==> src/rtl/softmax_pkg.sv <==
// Shared types and constants for the stable fixed-point softmax.
package softmax_pkg;

  typedef enum logic [2:0] {IDLE, MAX, EXP, DIV, DONE} state_t;

  // d*log2(e) is approximated as d + d/2 - d/16
  localparam int LOG2E_SH1 = 1;
  localparam int LOG2E_SH2 = 4;

  // Each exp term is at most 1.0, so the sum needs room for data_num of them
  function automatic int sum_width(input int data_width, input int data_num);
    return data_width + $clog2(data_num + 1);
  endfunction

endpackage

==> src/rtl/seq_divider.sv <==
// Restoring unsigned divider producing QUO_W quotient bits, one per cycle.
// The quotient must fit in QUO_W bits (num >> QUO_W < den).
module seq_divider #(
  parameter int NUM_W = 41,
  parameter int DEN_W = 36,
  parameter int QUO_W = 21
) (
  input  logic             clk,
  input  logic             rst_n,
  input  logic             start,
  input  logic [NUM_W-1:0] num,
  input  logic [DEN_W-1:0] den,
  output logic             busy,
  output logic             done,
  output logic [QUO_W-1:0] quo
);

  localparam int CNT_W = $clog2(QUO_W + 1);

  // Handshake: start is a one-cycle request honoured only while busy is low;
  // done is high for exactly one cycle, and quo is valid in that same cycle.
  logic [DEN_W-1:0] rem_r, den_r, rem_nxt;
  logic [QUO_W-1:0] dq_r, dq_nxt;
  logic [CNT_W-1:0] cnt_r;
  logic [DEN_W:0]   trial;
  logic             ge;

  assign trial   = {rem_r, dq_r[QUO_W-1]};
  assign ge      = trial >= {1'b0, den_r};
  assign rem_nxt = ge ? DEN_W'(trial - {1'b0, den_r}) : trial[DEN_W-1:0];
  assign dq_nxt  = {dq_r[QUO_W-2:0], ge};
  assign done    = busy && (cnt_r == CNT_W'(1));
  assign quo     = dq_nxt;

  always_ff @(posedge clk or negedge rst_n) begin
    if (!rst_n) begin
      busy  <= 1'b0;
      rem_r <= '0;
      den_r <= '0;
      dq_r  <= '0;
      cnt_r <= '0;
    end else if (start && !busy) begin
      busy  <= 1'b1;
      rem_r <= DEN_W'(num >> QUO_W);
      den_r <= den;
      dq_r  <= num[QUO_W-1:0];
      cnt_r <= CNT_W'(QUO_W);
    end else if (busy) begin
      rem_r <= rem_nxt;
      dq_r  <= dq_nxt;
      cnt_r <= cnt_r - CNT_W'(1);
      if (cnt_r == CNT_W'(1)) busy <= 1'b0;
    end
  end

endmodule

==> src/rtl/softmax_stable.sv <==
// Numerically stable fixed-point softmax: max pass, exp pass, per-class divide.
// Optional feature: define SOFTMAX_ARGMAX_EN to add the out_argmax port.
module softmax_stable
  import softmax_pkg::*;
#(
  parameter int DATA_WIDTH    = 32,
  parameter int FRACTION_BITS = 20,
  parameter int DATA_NUM      = 10,
  parameter int ADR_WIDTH     = 4
) (
  input  logic                  clk,
  input  logic                  rst_n,
  input  logic                  axisif_in_start,
  output logic                  axisif_out_done,
  output logic                  out_busy,
  output logic [ADR_WIDTH-1:0]  out_adrIn,
  input  logic [DATA_WIDTH-1:0] in_dataIn,
  output logic [ADR_WIDTH-1:0]  out_adrOut,
  output logic [DATA_WIDTH-1:0] out_dataOut,
  output logic                  out_wr,
`ifdef SOFTMAX_ARGMAX_EN
  output logic [ADR_WIDTH-1:0]  out_argmax,
`endif
  output state_t                dbg_state
);

  localparam int FB    = FRACTION_BITS;
  localparam int SUM_W = sum_width(DATA_WIDTH, DATA_NUM);
  localparam logic [ADR_WIDTH-1:0] LAST = ADR_WIDTH'(DATA_NUM - 1);

  state_t                       state;
  logic signed [DATA_WIDTH-1:0] x, max_r, d_sat;
  logic signed [DATA_WIDTH:0]   diff;
  logic [SUM_W-1:0]             sum_r;
  logic [ADR_WIDTH-1:0]         cls;
  logic [FB:0]                  e_cur;
  logic [FB:0]                  e_buf [DATA_NUM];
  logic                         div_start, div_busy, div_done;
  logic [FB:0]                  div_quo;
`ifdef SOFTMAX_ARGMAX_EN
  logic [ADR_WIDTH-1:0]         idx_r;
`endif

  // 2^-y as a linear segment: ((2 - frac) >> (int + 1)), flushed to 0 once it underflows
  function automatic logic [FB:0] exp_approx(input logic signed [DATA_WIDTH-1:0] d);
    logic signed [DATA_WIDTH+1:0] dx, y;
    logic [DATA_WIDTH+1-FB:0]     n;
    logic [FB-1:0]                f;
    logic [FB+1:0]                m;
    dx = {{2{d[DATA_WIDTH-1]}}, d};
    y  = -(dx + (dx >>> LOG2E_SH1) - (dx >>> LOG2E_SH2));
    n  = y[DATA_WIDTH+1:FB];
    f  = y[FB-1:0];
    m  = {2'b10, {FB{1'b0}}} - {2'b00, f};
    if (n >= (DATA_WIDTH+2-FB)'(FB)) begin
      exp_approx = '0;
    end else begin
      m = m >> (n + 1'b1);
      exp_approx = m[FB:0];
    end
  endfunction

  assign x         = in_dataIn;
  assign diff      = {x[DATA_WIDTH-1], x} - {max_r[DATA_WIDTH-1], max_r};
  assign d_sat     = (diff[DATA_WIDTH] != diff[DATA_WIDTH-1]) ?
                     {1'b1, {(DATA_WIDTH-1){1'b0}}} : diff[DATA_WIDTH-1:0];
  assign e_cur     = exp_approx(d_sat);
  assign dbg_state = state;

  always_ff @(posedge clk) begin
    if (state == EXP) e_buf[out_adrIn] <= e_cur;
  end

  seq_divider #(
    .NUM_W (2*FB + 1),
    .DEN_W (SUM_W),
    .QUO_W (FB + 1)
  ) u_div (
    .clk   (clk),
    .rst_n (rst_n),
    .start (div_start && !div_busy),
    .num   ({e_buf[cls], {FB{1'b0}}}),
    .den   (sum_r),
    .busy  (div_busy),
    .done  (div_done),
    .quo   (div_quo)
  );

  // Start/done handshake: a start pulse is taken only from IDLE; busy then stays
  // high until the cycle in which done pulses.
  always_ff @(posedge clk or negedge rst_n) begin
    if (!rst_n) begin
      state           <= IDLE;
      axisif_out_done <= 1'b0;
      out_busy        <= 1'b0;
      out_adrIn       <= '0;
      out_adrOut      <= '0;
      out_dataOut     <= '0;
      out_wr          <= 1'b0;
      max_r           <= '0;
      sum_r           <= '0;
      cls             <= '0;
      div_start       <= 1'b0;
`ifdef SOFTMAX_ARGMAX_EN
      idx_r           <= '0;
      out_argmax      <= '0;
`endif
    end else begin
      axisif_out_done <= 1'b0;
      out_wr          <= 1'b0;
      div_start       <= 1'b0;
      case (state)
        IDLE: begin
          if (axisif_in_start) begin
            state     <= MAX;
            out_busy  <= 1'b1;
            sum_r     <= '0;
            out_adrIn <= '0;
          end
        end
        MAX: begin
          if (out_adrIn == '0 || x > max_r) begin
            max_r <= x;
`ifdef SOFTMAX_ARGMAX_EN
            idx_r <= out_adrIn;
`endif
          end
          if (out_adrIn == LAST) begin
            out_adrIn <= '0;
            state     <= EXP;
          end else begin
            out_adrIn <= out_adrIn + 1'b1;
          end
        end
        EXP: begin
          sum_r <= sum_r + SUM_W'(e_cur);
          if (out_adrIn == LAST) begin
            out_adrIn <= '0;
            cls       <= '0;
            div_start <= 1'b1;
            state     <= DIV;
          end else begin
            out_adrIn <= out_adrIn + 1'b1;
          end
        end
        DIV: begin
          if (div_done) begin
            out_dataOut <= DATA_WIDTH'(div_quo);
            out_adrOut  <= cls;
            out_wr      <= 1'b1;
            if (cls == LAST) begin
              state <= DONE;
            end else begin
              cls       <= cls + 1'b1;
              div_start <= 1'b1;
            end
          end
        end
        DONE: begin
          axisif_out_done <= 1'b1;
          out_busy        <= 1'b0;
`ifdef SOFTMAX_ARGMAX_EN
          out_argmax      <= idx_r;
`endif
          state           <= IDLE;
        end
        default: state <= IDLE;
      endcase
    end
  end

endmodule
==> config.mk <==
export PLATFORM = sky130hd
export DESIGN_NAME = softmax_stable
export DESIGN_NICKNAME = d
export VERILOG_FILES = /design/src/rtl/softmax_pkg.sv /design/src/rtl/seq_divider.sv /design/src/rtl/softmax_stable.sv
export SDC_FILE = /design/constraint.sdc
export NUM_CORES = 1
export LEC_CHECK = 0
export BUFFER_PORTS_ARGS = -buffer_cell sky130_fd_sc_hd__buf_2
export CAP_MARGIN = 10
export CORE_ASPECT_RATIO = 1.4
export CORE_MARGIN = 4
export CORE_UTILIZATION = 40
export DETAILED_ROUTE_END_ITERATION = 10
export PLACE_DENSITY = 0.59
export SKIP_CTS_REPAIR_TIMING = 1
export SYNTH_ARGS = -nofsm -noshare
export SYNTH_HDL_FRONTEND = slang
export SYNTH_SLANG_ARGS = --single-unit
==> constraint.sdc <==
create_clock -name clk -period 30.5 [get_ports clk]
set_clock_uncertainty 0.2 [all_clocks]
set_input_delay 1.525 -clock clk [delete_from_list [all_inputs] [get_ports clk]]
set_output_delay 1.525 -clock clk [all_outputs]
set_load 0.05 [all_outputs]
# Yosys cells after proc, flatten, opt, wreduce, memory -nomap -nowiden
# Memories as Yosys holds them, arrays and structs flattened.
# Index checks and enable logic that the tools add are counted.
# Widths: inputs -> output; s select.
[totals]
out_inout_bits = 46
ram_bits = 210
n_memories = 1
register_bits = 207
wordCells = 104
[memory_table]
columns = ["memory", "words", "width", "read_ports", "rd_clocked_by_memory_dff", "write_ports", "line_no", "rtl"]
rows = [
  ["e_buf", 10, 21, 1, 0, 1, "softmax_stable.sv:37", "logic [FB:0] e_buf [DATA_NUM];"],
]
[classes]
muxes = 38
shift = 1
n_lt_le_gt_ge = 3
n_addsub = 11
n_reduce_logical = 20
eq_ne = 14
[ops]
columns = ["cell", "n"]
rows = [
  ["$mux 36", 4],
  ["$pmux 36 s2", 1],
  ["$mux 21", 3],
  ["$ge 37x36->1", 1],
  ["$add 36x21->36", 1],
  ["$sub 36x36->36", 1],
  ["$neg 34->34", 1],
  ["$sub 33x28->34", 1],
  ["$add 32x31->33", 1],
  ["$sub 32x32->33", 1],
  ["$gt 32x32->1", 1],
  ["$mux 32", 1],
  ["$shr 22x14->21", 1],
  ["$sub 22x20->22 const A", 1],
  ["$mux 4", 5],
  ["$pmux 4 s2", 2],
  ["$mux 3", 5],
  ["$add 14x1->14 const B", 1],
  ["$ge 14x5->1 const B", 1],
  ["$mux 1", 12],
  ["$pmux 3 s4", 1],
  ["$mux 5", 2],
  ["$ne 2x2->1 const B", 5],
  ["$reduce_and 2->1", 5],
  ["other kinds (19)", 29],
]

# Longest topological paths before layout
[logic_depth]
word_depth = 11
mapped_depth = 61

# Cells and area by module
# A second synthesis with hierarchy kept.
[hier_totals]
hier_cells = 2721
area_unflattened_um2 = 26957.1
[modules_own_cells]
columns = ["mod", "seq_area_each_um2", "area_per_inst_um2", "cells_per_inst", "instances"]
rows = [
  ["softmax_stable", 9008.6, 20367.0, 1966, 1],
  ["seq_divider", 2477.4, 6590.1, 755, 1],
]

# Worst setup path after synthesis
# No wires, ideal clock.
[synth_path]
path_type = "input -> register"
start = "in in_dataIn[2]"
end = "reg sum_r[30]"
required_time_ns = 30.205
n_path_buf = 7
path_slack_ns = 16.739
arrival_ns = 13.466
cell_stages = 55
path_cell_list = "ha_1 o211ai_1 a21oi_2 o21a_1 o21ai_0 a21boi_0 o31a_1 o41ai_1 a31oi_1 o311a_1 o21bai_1 a31o_2 nor2b_1 xor2_1 ha_1 buf_2 clkbuf_1 or2_2 [19 not listed] nor2_2 nand4_1 a311oi_1 ha_1 a21o_1 a21oi_1 o21bai_1 a21oi_1 nor2b_1 o21ai_0 a21oi_1 o41a_1 a21boi_0 a21boi_0 a21boi_0 clkbuf_1 o211ai_1 o31ai_1"
[synth_via]
elab_chain_len = 11
[synth_lines]
columns = ["item", "line_no", "rtl"]
rows = [
  ["start: declaration", "softmax_stable.sv:17", "input logic [DATA_WIDTH-1:0] in_dataIn,"],
  ["$sub 32x32->33 (*)", "softmax_stable.sv:64", "assign diff = {x[DATA_WIDTH-1], x} - {max_r[DATA_WIDTH-1], max_r};"],
  ["$ne 1x1->1", "softmax_stable.sv:65", "assign d_sat = (diff[DATA_WIDTH] != diff[DATA_WIDTH-1]) ?"],
  ["$mux 32 (*)", "softmax_stable.sv:65", ""],
  ["$add 32x31->33", "softmax_stable.sv:51", "y = -(dx + (dx >>> LOG2E_SH1) - (dx >>> LOG2E_SH2));"],
  ["$sub 33x28->34 (*)", "softmax_stable.sv:51", ""],
  ["$neg 34->34 (*)", "softmax_stable.sv:51", ""],
  ["$sub 22x20->22 or $add 14x1->14 (tied branches)", "softmax_stable.sv:54, softmax_stable.sv:58", ""],
  ["$shr 22x14->21", "softmax_stable.sv:58", "m = m >> (n + 1'b1);"],
  ["$mux 21 (*)", "softmax_stable.sv:55", "if (n >= (DATA_WIDTH+2-FB)'(FB)) begin"],
  ["named net e_cur[2]", "softmax_stable.sv:36", "logic [FB:0] e_cur;"],
  ["$add 36x21->36 (*)", "softmax_stable.sv:136", "sum_r <= sum_r + SUM_W'(e_cur);"],
  ["$pmux 36 s2 (*)", "softmax_stable.sv:112", "case (state)"],
  ["end signal: assignment", "softmax_stable.sv:136", ""],
  ["end: declaration", "softmax_stable.sv:34", "logic [SUM_W-1:0] sum_r;"],
]
# Mark *: on every way through the listed nets, which the timed path passes. The rest lies on a longest branch.
# A chain may end at the register's enable or synchronous reset.

# Worst setup path after layout
[layout_path]
start = "in in_dataIn[2]"
end = "reg sum_r[35]"
# The elaborated chain is that of the path after synthesis.

==> results.toml <==
[logic_synthesis]
synth_area_um2 = 25700
synth_ff_type = "edfxtp_1"
synth_edf_count = 210
synth-async-reset-ratio_pct = 49.6
yosysSeqAreaShare_pct = 44.7
yosys_warnings = 0
synthCells = 2420
synth_seq_cells = 417
synth.distinct_cells = 86
syn_area_per_cell_um2 = 10.6

[sta]
min_period_ps = 15530
final.setup.tns_ps = 0
slew_violations = 0
max_freq_mhz = 64.4
hold_viol = 0
holdWs_ps = 295
grt_setup_unrepaired = "no"
worst_pin_slew_ps = 1220
post-route-period-util_pct = 50.9
relSlewSlack_pct = 18.3
setup_viol = 0

[setup_path]
crit_family = "compound AO/OA/AOI/OAI gates"
cp-start-kind = "input pin"
reg2reg_to = "sum_r[35]"
cpMaxStageDelayCell = "o41ai_1"
critical_path_class = "input pin to register"
arrival_ps = 15820
crit_required_ps = 30790
cp_max_fo = 36
r2r_cells = 50
r2r_start = "max_r[2]"
cp-startpoint = "in_dataIn[2]"
crit_path_end = "sum_r[35]"
ff2ff_setup_slack_ps = 15660
path_depth = 50
critPathCaptureType = "register"
max_stage_delay_ps = 640
path_buf_inv = 5
cpMostUsedCell = "ha_1"

[floorplanning]
io_pins = 81
design.core.area_um2 = 63400
die_x_um = 222
initial_core_util_pct = 40.5
die_h_um = 308
dieArea_um2 = 68400
rows = 109

[global_routing]
grt_antenna_before_repair = 0
use_met1_pct = 21.7
use_met3_pct = 2.73
grt_max_degree = 85
use_met2_pct = 34.3
grt_pass1_wl_mm = 102
globalRoute.busiestLayer = "met2"
first_global_vias = 18800
grt-ovfl-total = 0
grt.total_usage_pct = 18.4

[drt]
routedWlPerCell_um = 19.2
wl_mm = 63.8
dr.pass1.iters = 5
ant_nets = 0
drt_iter0_markers = 1190
num_vias = 18500
post-route-drc-count = 0
post_drt_via_cell_ratio = 5.57

[final_layout]
layout-drive-gt1-share_pct = 13.5
fin_nets = 2653
syn2layout_area_growth_pct = 10.6
final_cells = 3324
final_common_cell = "edfxtp_1"
final_cell_mix = "edfxtp_1, dfrtp_1, nand2_1"
fin_area_um2 = 28400

[cts]
cts.sinks = 417
numCtsBuffers = 44
cts-root-buf = "clkbuf_16"
clock_path_buffers = 3
tritoncts = "built"
worstSkewPairLatency_ps = 590
path_clk_slew_ps = 60
cts.htree.levels = 2

[min_path]
hp-class = "register to register"

[placed_design]
gp_congestion = 0.905
hpwl_mm = 45.8
port_buffers = 69
place_area_um2 = 27000
dp_cells = 3239

[run_status]
outcome = "finished clean"

[flow_run]
maxCapViolCount = 0
==> cells in the mapped netlist (11+ instances only) <==
cell        n  area [um^2]
a21o_1     60          450
buf_4      14          105
dfrtp_1   207         5180
xnor2_1    57          499
a22o_1     29          254
or3_1      25          156
inv_1     145          544
a21oi_1   161          806
nand4_1    18          113
xor2_1     49          429
mux2i_1    57          571
or2_2      13         81.3
nand3_1    43          215
mux4_2     44          991
nor2_1    108          405
a211oi_1   57          428
nor4_1     11         68.8
o31ai_1    23          173
nand2_1   185          694
fa_1       33          661
mux2_2     67          754
o21a_1     30          225
nor2b_1    57          357
or4_1      15          113
ha_1      130         1630
nor3_1     51          255
o21bai_1   19          143
a31oi_1    15         93.8
nand2b_1   46          288
and3_1     26          163
o21ai_0   134          671
o211ai_1   19          143
clkbuf_1   95          357
edfxtp_1  210         6310
==> layer usage <==
metal	part of all wire (%)	routed length (um)
met1	41	26000
met4	3.0	1900
met2	52	33400
met3	3.8	2440
met5	0	0
==> how the worst min path moves through the flow <==
| stage | start | depth (start not counted) | slack (ps) | end |
|---|---|---|---|---|
| global placement | sum_r[35] | 1 | 280 | sum_r[35] |
| finish | u_div.cnt_r[3] | 1 | 300 | u_div.cnt_r[3] |
| global route | out_dataOut[4] | 1 | 310 | out_dataOut[4] |
| detailed placement | u_div.cnt_r[3] | 1 | 280 | u_div.cnt_r[3] |
| CTS | u_div.cnt_r[3] | 1 | 300 | u_div.cnt_r[3] |
| floorplan | sum_r[35] | 1 | 240 | sum_r[35] |
==> sequential cells by signal, summed over array words and instances, names as in the netlist <==
signal / count
e_buf: 210
u_div.rem_r: 36
axisif_out_done: 1
out_dataOut: 21
out_wr: 1
out_busy: 1
u_div.den_r: 36
out_adrOut: 4
div_start: 1
u_div.dq_r: 21
u_div.cnt_r: 5
out_adrIn: 4
sum_r: 36
max_r: 32
u_div.busy: 1
dbg_state: 3
cls: 4
==> metrics by stage <==
stage | util [%] | worst slack (ps)
6_report | 44.8 | 14970
5_1_grt | 44.8 | 13770
4_1_cts | 44.8 | 14800
3_5_place_dp | 42.5 | 14210
3_3_place_gp | 42.5 | 14740
2_1_floorplan | - | 16740
==> cell type report <==
class | instances | area (um^2)
Antenna cell | 1 | 2.50
Clock buffer | 57 | 1190
Sequential cell | 417 | 11500
Clock inverter | 25 | 243
Fill cell | 5916 | 35000
Multi-Input combinational cell | 1742 | 13300
Inverter | 146 | 548
Tap cell | 832 | 1040
Timing Repair Buffer | 104 | 619
==> cells by family (layout without fill, tap and decap cells) <==
| family | after synthesis | count (layout) | share of synthesized area (%) |
|---|---|---|---|
| simple gates | 638 | 638 | 12.5 |
| fa+ha+maj | 163 | 163 | 8.90 |
| mux | 168 | 168 | 9.01 |
| other cells | 1 | 12 | 0.0146 |
| compound gates | 656 | 656 | 17.0 |
| buf+inv | 271 | 332 | 4.19 |
| xor+xnor | 106 | 106 | 3.61 |
| flops | 417 | 417 | 44.7 |
Power is left out: the tool's default activity adds up to more than one toggle a clock period on the data nets, which glitch-free logic cannot reach.
